## src/rtl/fifo_param_if.sv

```systemverilog
// fifo_param_if: handshake/status bundle for fifo_param.
//   master modport : producer/consumer side; drives clr, wr_en, wr_data, rd_en
//                    and observes read data, rd_valid, flags, count and errors.
//   slave modport  : the FIFO itself; the mirror image of master.
// WIDTH and DEPTH must match the parameters of the attached fifo_param.
interface fifo_param_if #(
   parameter int unsigned WIDTH = 4,
   parameter int unsigned DEPTH = 8
);
   localparam int unsigned ADDR_W = $clog2(DEPTH);

   logic              clr;
   logic              wr_en;
   logic [WIDTH-1:0]  wr_data;
   logic              rd_en;
   logic [WIDTH-1:0]  rd_data;
   logic              rd_valid;
   logic              full;
   logic              empty;
   logic              almost_full;
   logic              almost_empty;
   logic [ADDR_W:0]   count;
   logic              overflow;
   logic              underflow;

   modport master (
      output clr, wr_en, wr_data, rd_en,
      input  rd_data, rd_valid, full, empty, almost_full, almost_empty,
             count, overflow, underflow
   );

   modport slave (
      input  clr, wr_en, wr_data, rd_en,
      output rd_data, rd_valid, full, empty, almost_full, almost_empty,
             count, overflow, underflow
   );
endinterface

```

## src/rtl/fifo_param.sv

```systemverilog
// fifo_param: parametrised single-clock FIFO with independent push and pop.
//   clk  : rising-edge clock
//   rst  : asynchronous active-low reset
//   bus  : fifo_param_if.slave
//          clr          synchronous flush (also clears error flags)
//          wr_en/wr_data push request and data
//          rd_en        pop request
//          rd_data      registered pop data, held when no pop
//          rd_valid     one-cycle strobe, rd_data carries a new word
//          full/empty/almost_full/almost_empty/count  occupancy status
//          overflow/underflow  sticky rejected-push / rejected-pop flags
// DEPTH must be a power of two >= 2; pointers carry one extra wrap bit.
module fifo_param #(
   parameter int unsigned WIDTH    = 4,
   parameter int unsigned DEPTH    = 8,
   parameter int unsigned AF_LEVEL = DEPTH - 2,
   parameter int unsigned AE_LEVEL = 2
) (
   input logic          clk,
   input logic          rst,
   fifo_param_if.slave  bus
);
   localparam int unsigned ADDR_W = $clog2(DEPTH);
   localparam logic [ADDR_W:0] AF_THR = (ADDR_W+1)'(AF_LEVEL);
   localparam logic [ADDR_W:0] AE_THR = (ADDR_W+1)'(AE_LEVEL);

   logic [WIDTH-1:0] mem [DEPTH];
   logic [ADDR_W:0]  wr_ptr;
   logic [ADDR_W:0]  rd_ptr;
   logic [ADDR_W:0]  count;
   logic [WIDTH-1:0] rd_data;
   logic             rd_valid;
   logic             overflow;
   logic             underflow;
   logic             full;
   logic             empty;
   logic             rd_acc;
   logic             wr_acc;

   assign count = wr_ptr - rd_ptr;
   assign empty = (wr_ptr == rd_ptr);
   assign full  = (wr_ptr[ADDR_W] != rd_ptr[ADDR_W]) &&
                  (wr_ptr[ADDR_W-1:0] == rd_ptr[ADDR_W-1:0]);

   // clr drops both requests; a push into a full FIFO is still accepted
   // when a pop frees a slot in the same cycle.
   assign rd_acc = bus.rd_en && !empty && !bus.clr;
   assign wr_acc = bus.wr_en && !bus.clr && (!full || rd_acc);

   always_ff @(posedge clk) begin
      if (wr_acc) begin
         mem[wr_ptr[ADDR_W-1:0]] <= bus.wr_data;
      end
   end

   always_ff @(posedge clk or negedge rst) begin
      if (!rst) begin
         wr_ptr    <= '0;
         rd_ptr    <= '0;
         rd_data   <= '0;
         rd_valid  <= 1'b0;
         overflow  <= 1'b0;
         underflow <= 1'b0;
      end else if (bus.clr) begin
         wr_ptr    <= '0;
         rd_ptr    <= '0;
         rd_valid  <= 1'b0;
         overflow  <= 1'b0;
         underflow <= 1'b0;
      end else begin
         rd_valid <= rd_acc;
         if (rd_acc) begin
            rd_data <= mem[rd_ptr[ADDR_W-1:0]];
            rd_ptr  <= rd_ptr + 1'b1;
         end
         if (wr_acc) begin
            wr_ptr <= wr_ptr + 1'b1;
         end
         if (bus.wr_en && !wr_acc) begin
            overflow <= 1'b1;
         end
         if (bus.rd_en && !rd_acc) begin
            underflow <= 1'b1;
         end
      end
   end

   assign bus.rd_data      = rd_data;
   assign bus.rd_valid     = rd_valid;
   assign bus.full         = full;
   assign bus.empty        = empty;
   assign bus.count        = count;
   assign bus.almost_full  = (count >= AF_THR);
   assign bus.almost_empty = (count <= AE_THR);
   assign bus.overflow     = overflow;
   assign bus.underflow    = underflow;
endmodule

```

## src/flat_wrapper.sv

```systemverilog
// flat-port wrapper written by rule: the top's interface ports become plain ports
module fifo_param_flat 
#(
   parameter int unsigned WIDTH    = 4,
   parameter int unsigned DEPTH    = 8,
   parameter int unsigned AF_LEVEL = DEPTH - 2,
   parameter int unsigned AE_LEVEL = 2
)
  (clk, rst, bus_clr, bus_wr_en, bus_wr_data, bus_rd_en, bus_rd_data, bus_rd_valid, bus_full, bus_empty, bus_almost_full, bus_almost_empty, bus_count, bus_overflow, bus_underflow);
  fifo_param_if #(.WIDTH(WIDTH), .DEPTH(DEPTH)) bus_i ();
  input logic clk;
  input logic rst;
  input wire logic [$bits(bus_i.clr)-1:0] bus_clr;
  input wire logic [$bits(bus_i.wr_en)-1:0] bus_wr_en;
  input wire logic [$bits(bus_i.wr_data)-1:0] bus_wr_data;
  input wire logic [$bits(bus_i.rd_en)-1:0] bus_rd_en;
  output wire logic [$bits(bus_i.rd_data)-1:0] bus_rd_data;
  output wire logic [$bits(bus_i.rd_valid)-1:0] bus_rd_valid;
  output wire logic [$bits(bus_i.full)-1:0] bus_full;
  output wire logic [$bits(bus_i.empty)-1:0] bus_empty;
  output wire logic [$bits(bus_i.almost_full)-1:0] bus_almost_full;
  output wire logic [$bits(bus_i.almost_empty)-1:0] bus_almost_empty;
  output wire logic [$bits(bus_i.count)-1:0] bus_count;
  output wire logic [$bits(bus_i.overflow)-1:0] bus_overflow;
  output wire logic [$bits(bus_i.underflow)-1:0] bus_underflow;
  assign bus_i.clr = bus_clr;
  assign bus_i.wr_en = bus_wr_en;
  assign bus_i.wr_data = bus_wr_data;
  assign bus_i.rd_en = bus_rd_en;
  assign bus_rd_data = bus_i.rd_data;
  assign bus_rd_valid = bus_i.rd_valid;
  assign bus_full = bus_i.full;
  assign bus_empty = bus_i.empty;
  assign bus_almost_full = bus_i.almost_full;
  assign bus_almost_empty = bus_i.almost_empty;
  assign bus_count = bus_i.count;
  assign bus_overflow = bus_i.overflow;
  assign bus_underflow = bus_i.underflow;
  fifo_param #(.WIDTH(WIDTH), .DEPTH(DEPTH), .AF_LEVEL(AF_LEVEL), .AE_LEVEL(AE_LEVEL)) u_core (.clk(clk), .rst(rst), .bus(bus_i));
endmodule
```

## config.mk

```make
export PLATFORM = sky130hd
export DESIGN_NAME = fifo_param_flat
export DESIGN_NICKNAME = d
export VERILOG_FILES = /design/src/rtl/fifo_param_if.sv /design/src/rtl/fifo_param.sv /design/src/flat_wrapper.sv
export SDC_FILE = /design/constraint.sdc
export NUM_CORES = 1
export LEC_CHECK = 0
export CAP_MARGIN = 20
export CORE_MARGIN = 2
export CORE_UTILIZATION = 30
export CTS_CLUSTER_DIAMETER = 80
export DETAILED_ROUTE_END_ITERATION = 10
export GPL_ROUTABILITY_DRIVEN = 1
export PLACE_DENSITY = 0.59
export SLEW_MARGIN = 10
export SYNTH_ARGS = -nofsm -noshare
export SYNTH_HDL_FRONTEND = slang
export SYNTH_SLANG_ARGS = --single-unit
export TNS_END_PERCENT = 10
```

## constraint.sdc

```tcl
create_clock -name clk -period 6.5 [get_ports clk]
set_input_delay 0.975 -clock clk [delete_from_list [all_inputs] [get_ports clk]]
set_output_delay 0.975 -clock clk [all_outputs]
set_load 0.005 [all_outputs]
```

==> results.yml <==
die:
  initial_utilization_pct: 30.8
  core_sq_mm: 0.00676
  die_height_um: 87.3
  placement_rows: 30
  pin_count: 24
  dieArea_sq_mm: 0.00763
  die_x_um: 87.3
route:
  finalWirelength_um: 3900
  vias: 1231
  drt_pass1_iterations: 5
  wl_met3_um: 117
  viasPerCell: 4.92
  route.met2.wl_um: 1930
  detail_route.wl_per_cell_um: 15.6
  wl_met1_um: 1800
  top_layer: "met4"
  drcViolationCount: 0
  ant_nets: 0
  drt_iter0_drc: 32
sta:
  timing.final.crit_share_pct: 56.6
  worst_slack_ns: 2.82
  finalSetupViolations: 0
  hold_ws_ns: 0.491
  maxSlewViolCount: 0
  fin_skew_ns: 0.00893
  setup_total_negative_slack_ns: 0
  finalHoldViolations: 0
  rsz0062_at_grt: "no"
  period_needed_ns: 3.68
  timing.fmax_ghz: 0.272
  slew_headroom_pct: 25.3
  worst_pin_slew_ns: 1.11
power_and_ir_drop:
  power_density_mw_per_mm2: 284
  vdd_drop_max_uv: 145
  p_leak_nw: 0.886
  power_uw: 707
logic_synthesis:
  synth_area_leaders: "edfxtp_1 (46%), dfrtp_1 (18%), mux4_2 (8.6%)"
  synth_fp_nets: 159
  yosysTopAreaCell: "edfxtp_1"
  syn-instance-count: 144
  yosys_warnings: 0
  netlist_top_cells_count: "edfxtp_1 (32), dfrtp_1 (15), nor2_1 (10)"
  synth_cell_type_count: 33
  synth_top_area_share_pct: 46.1
  syn-cell-area_sq_mm: 0.00208
  synth_edf_count: 32
  synth_most_common_cell: "edfxtp_1"
  ys_ff_latch: 47
  synth_ff_type: "edfxtp_1"
  synthArstFlopShare_pct: 31.9
  syn_avg_cell_area_sq_um: 14.5
  seq_area_frac_synth_pct: 64.1
cts:
  clk_path_buf_depth: 2
  cts_buffers: 5
  h-tree-depth: 2
  clockRootBuffer: "clkbuf_8"
  hold_buffers: 0
  clk_latency_ns: 0.31
  postCtsSetupBuffers: 0
  clkSinkCount: 47
  cts_tree: "done"
  cts.clk_slew.worst_paths_ns: 0.09
  cts_resized: 0
setup_path:
  worstPathArrival_ns: 2.70
  r2r_start: "u_core.rd_ptr[0]"
  end_kind: "output pin"
  cp_max_fo: 13
  critical_path_class: "flip-flop to output pin"
  regToRegEndpoint: "u_core.mem[1][3]"
  reg2reg_slack_ns: 3.48
  cp-startpoint: "u_core.rd_ptr[1]"
  required_ns: 5.52
  start_kind: "flip-flop"
  r2r_cells: 5
place:
  place_congestion: 0.695
  dp_slack_ns: 3.13
  portBuffers: 23
  hpwl_um: 2810
  place_area_sq_mm: 0.00239
cells_and_area:
  antenna_cells: 0
  layout-drive-gt1-share_pct: 11.2
  syn_to_final_growth_pct: 19.5
  fin_area_sq_mm: 0.00249
  finalNetCount: 184
global_routing:
  grt_max_degree: 18
  grt_pass1_vias: 1256
  grt-ovfl-total: 0
  grt_usage_pct: 11.4
  antenna_found_initial: 0
  grt_pass1_wl_um: 6430
worst_hold_path:
  hold_start: "u_core.bus.rd_data[2]"
  hold_path.class: "flip-flop to flip-flop"
  min_to: "u_core.bus.rd_data[2]"
  holdPathStages: 2
flow_run:
  maxCapViolCount: 0
status:
  outcome: "complete, no violations"
[cells by family after synthesis]
family,share of synthesized area [%]
AOI/OAI and AO/OA,7.69
and+or+nand+nor,8.11
muxes,11.1
buffers and inverters,2.58
xor gates and xnor gates,2.46
adders and majority gates,3.96
DFF,64.1
[metrics by stage]
stage,std cells,utilization (%)
3_5_place_dp,242,35.4
5_1_grt,250,36.9
6_report,250,36.9
4_1_cts,250,36.9
2_1_floorplan,144,-
3_3_place_gp,242,35.4
[placed cells by master, fill, tap and decap left out, drive strengths merged]
cell type and instances:
a221oi 1, nor4 4, clkdlybuf4s50 23, a21o 1, clkbuf 5, fa 1
inv 11, edfxtp 32, xor2 2, mux4 8, a31o 1, o21a 1
clkinvlp 1, xnor2 3, and3 2, ha 5, or3 2, o211ai 2
o31ai 1, a21oi 6, nor2 10, o31a 1, nor3 3, nand3 4
o21ai 8, dfrtp 15, nor2b 1, nand2 9, a22o 1, mux2i 5
and2 1
[registers in the layout, indices dropped and copies added, names as in the netlist]
signal,flops
u_core.mem,32
u_core.bus.rd_data,4
u_core.rd_ptr,4
u_core.wr_ptr,4
u_core.bus.overflow,1
u_core.bus.rd_valid,1
u_core.bus.underflow,1
[cell type report]
class                   instances  area, sq um
fillers                       660         4270
inverters                       9         33.8
clock buffers                   5         68.8
multi-input cells              83          693
well taps                      80          100
repair buffers                 23          230
flip-flops and latches         47         1340
clock inverters                 3         27.5
[worst max path at each step]
stage / end / slack (ns) / cells after the start
5_1_grt: bus_almost_empty / 2.66 / 7
3_3_place_gp: bus_almost_empty / 3.16 / 7
3_5_place_dp: bus_almost_empty / 3.13 / 7
2_1_floorplan: bus_almost_empty / 3.69 / 7
6_report: bus_almost_empty / 2.82 / 7
4_1_cts: bus_almost_empty / 2.78 / 7
[routing by layer]
metal	vias to the layer above	global-route usage (%)
met5	-	0
met4	0	4.62
met3	4	2.27
met2	24	18.9
met1	615	14.7
li1	588	-
[worst max-delay path, stage by stage, from the launching register on]
cell	delay (ns)
dfrtp_1	0.70
inv_1	0.09
ha_1	0.32
nor2b_1	0.13
o21ai_0	0.20
nand3_1	0.15
a221oi_1	0.28
clkdlybuf4s50_1	0.54
[power by group]
part | total (mW) | leakage [nW] | switching [mW] | internal [mW]
clock network | 0.190 | 0.0467 | 0.110 | 0.0798
registers | 0.361 | 0.489 | 0.0215 | 0.339
logic | 0.156 | 0.350 | 0.0620 | 0.0945
No activity file was read; power rests on OpenSTA's default activity.
==> patch, RTL diff (same flow settings) <==
`WIDTH` is set to 4 in 3 places; all go to 6.
--- a/src/rtl/fifo_param_if.sv
+++ b/src/rtl/fifo_param_if.sv
@@ -4,7 +4,7 @@
 //   slave modport  : the FIFO itself; the mirror image of master.
 // WIDTH and DEPTH must match the parameters of the attached fifo_param.
 interface fifo_param_if #(
-   parameter int unsigned WIDTH = 4,
+   parameter int unsigned WIDTH = 6,
    parameter int unsigned DEPTH = 8
 );
    localparam int unsigned ADDR_W = $clog2(DEPTH);
--- a/src/rtl/fifo_param.sv
+++ b/src/rtl/fifo_param.sv
@@ -11,7 +11,7 @@
 //          overflow/underflow  sticky rejected-push / rejected-pop flags
 // DEPTH must be a power of two >= 2; pointers carry one extra wrap bit.
 module fifo_param #(
-   parameter int unsigned WIDTH    = 4,
+   parameter int unsigned WIDTH    = 6,
    parameter int unsigned DEPTH    = 8,
    parameter int unsigned AF_LEVEL = DEPTH - 2,
    parameter int unsigned AE_LEVEL = 2
--- a/src/flat_wrapper.sv
+++ b/src/flat_wrapper.sv
@@ -1,7 +1,7 @@
 // flat-port wrapper written by rule: the top's interface ports become plain ports
 module fifo_param_flat 
 #(
-   parameter int unsigned WIDTH    = 4,
+   parameter int unsigned WIDTH    = 6,
    parameter int unsigned DEPTH    = 8,
    parameter int unsigned AF_LEVEL = DEPTH - 2,
    parameter int unsigned AE_LEVEL = 2
Interface: changed (resized bus_rd_data and bus_wr_data); port bits go from 24 to 28. No check against the original RTL was run, so the function may have changed too.
==> patch against the original RTL <==
Non-clock buffer count is 6 higher; largest power group unchanged; routed wire length grew 38%; largest cell class unchanged; sequential cell count rose by 18; total power increased by 39%; area after synthesis increased by 32%; setup slack worse by 0.27 ns; clock power increased by 55%; cell area increased by 34%; die area grew 31%.
==> patch: results (changes against the original RTL) <==
Layout
  • Share of layout cells above drive strength 1: 16.0% (+4.9 points)
  • Ant diodes: 0 (unchanged)
  • Fin cells: 320 (+28%)
  • Nets: 224 (+22%)
  • Number of flip-flops in the largest register: 48 (+50%)

CTS
  • Clk slew on worst S/H paths: 0.06 ns (-0.03 ns)
  • Post-CTS Setup Bufs: 0 (unchanged)
  • Worst-Skew Late Latency: 0.33 ns (+0.02 ns)
  • Clock buffer count from CTS: 9 (+4)
  • Htree depth: 3 (+1)

Logic synthesis
  • Mapped Cells: 174 (+21%)
  • Unique masters post-synth: 34 (+3.0%)
  • Post-synth net total: 191 (+20%)
  • FFs w/ async S/R, synth: 26.2% (-5.8 points)
  • Synth top area cells: edfxtp_1, dfrtp_1, mux4_2
  • Synth Area in Adders: 3.00% (-0.97 points)
  • Multiplexer share of the synthesized area: 12.4% (+1.3 points)
  • EDFF count, synth: 48 (+50%)
  • XOR/XNOR Fraction of Synth Area: 1.86% (-0.60 points)
  • Post-synthesis compound-gate area fraction: 6.18% (-1.5 points)
  • Post-synthesis sequential area ratio: 67.8% (+3.6 points)
  • Top cells by count, synth: edfxtp_1, dfrtp_1, mux4_2

Routing
  • DR vias: 1,553 (+26%)
  • Initial detailed-routing violation count: 47 (+47%)
  • Drt first pass iters: 4 (-1)
  • Final wirelength: 5400 µm (+38%)

Critical path
  • CP arrival: 2.97 ns (+0.27 ns)
  • CP Max Fanout: 17 (+4)
  • Max incr delay on CP: 0.81 ns (+0.11 ns)
  • R2r endpoint: u_core.mem[1][1]
  • R2R setup slack: 3.35 ns (-0.13 ns)

Power
  • Logic pwr share: 19.3% (-2.8 points)
  • IR drop worst, VDD: 93.8 µV (-35%)
  • Clk power: 0.000294 W (+55%)
  • Int Power: 0.000739 W (+44%)
  • Clk pwr share: 29.8% (+3.0 points)
  • Leak: 1.15 nW (+29%)

Min path
  • Hold path endpoint: u_core.bus.rd_data[2]
  • HP Class: register to register
  • WHS Path Cells: 2 (unchanged)

STA
  • Final clock skew: 0.00773 ns (-0.00119 ns)
  • Slew HR: 33.4% (+8.1 points)
  • Hold Worst Slack: 0.478 ns (-0.0139 ns)

Place
  • Placed cells: 304 (+26%)
  • Post-DP Area: 3170 µm² (+32%)
  • Port bufs: 27 (+17%)
  • RD Place Congestion: 0.775 (+11%)
  • DP Wirelength: 3620 µm (+29%)
  • DP Worst Slack: 2.89 ns (-0.231 ns)

Global route
  • First-pass GRT wire length: 8510 µm (+32%)
  • Vias in the first global route: 1,543 (+23%)
  • Largest net degree at the start of global routing: 18 (unchanged)
  • Initial antenna violation count: 0 (unchanged)
  • GRT Total Usage: 11.7% (+0.27 points)

Outcome
  • Outcome: finished clean
patch: area by class of cell:
class,instances,area [µm²]
sequential,65,1870
fill,813,5470
clock inverter,2,15.0
multi-input combinational,93,846
tap,108,135
clock buffer,14,153
inverter,9,33.8
timing repair buffer,29,285
patch: layer usage:
metal	routed length, µm	up-vias	global-route usage, %
li1	-	728	-
met1	2410	782	15.1
met2	2640	34	18.7
met3	270	9	4.25
met4	74	0	3.48
met5	0	-	0
patch: cell families after synthesis:
family | after synthesis
buffers and inverters | 16
AO/OA/AOI/OAI | 25
multiplexers | 19
AND/OR/NAND/NOR | 38
XOR/XNOR | 5
flip-flops | 65
adder cells (fa/ha/maj) | 6
patch: worst max-delay path by stage:
stage,to,slack (ns),cells past startpoint
finish,bus_almost_empty,2.56,7
global route,bus_almost_empty,2.36,6
CTS,bus_almost_empty,2.53,7
detailed placement,bus_almost_empty,2.89,7
global placement,bus_almost_empty,3.03,7
floorplan,bus_almost_empty,3.60,7
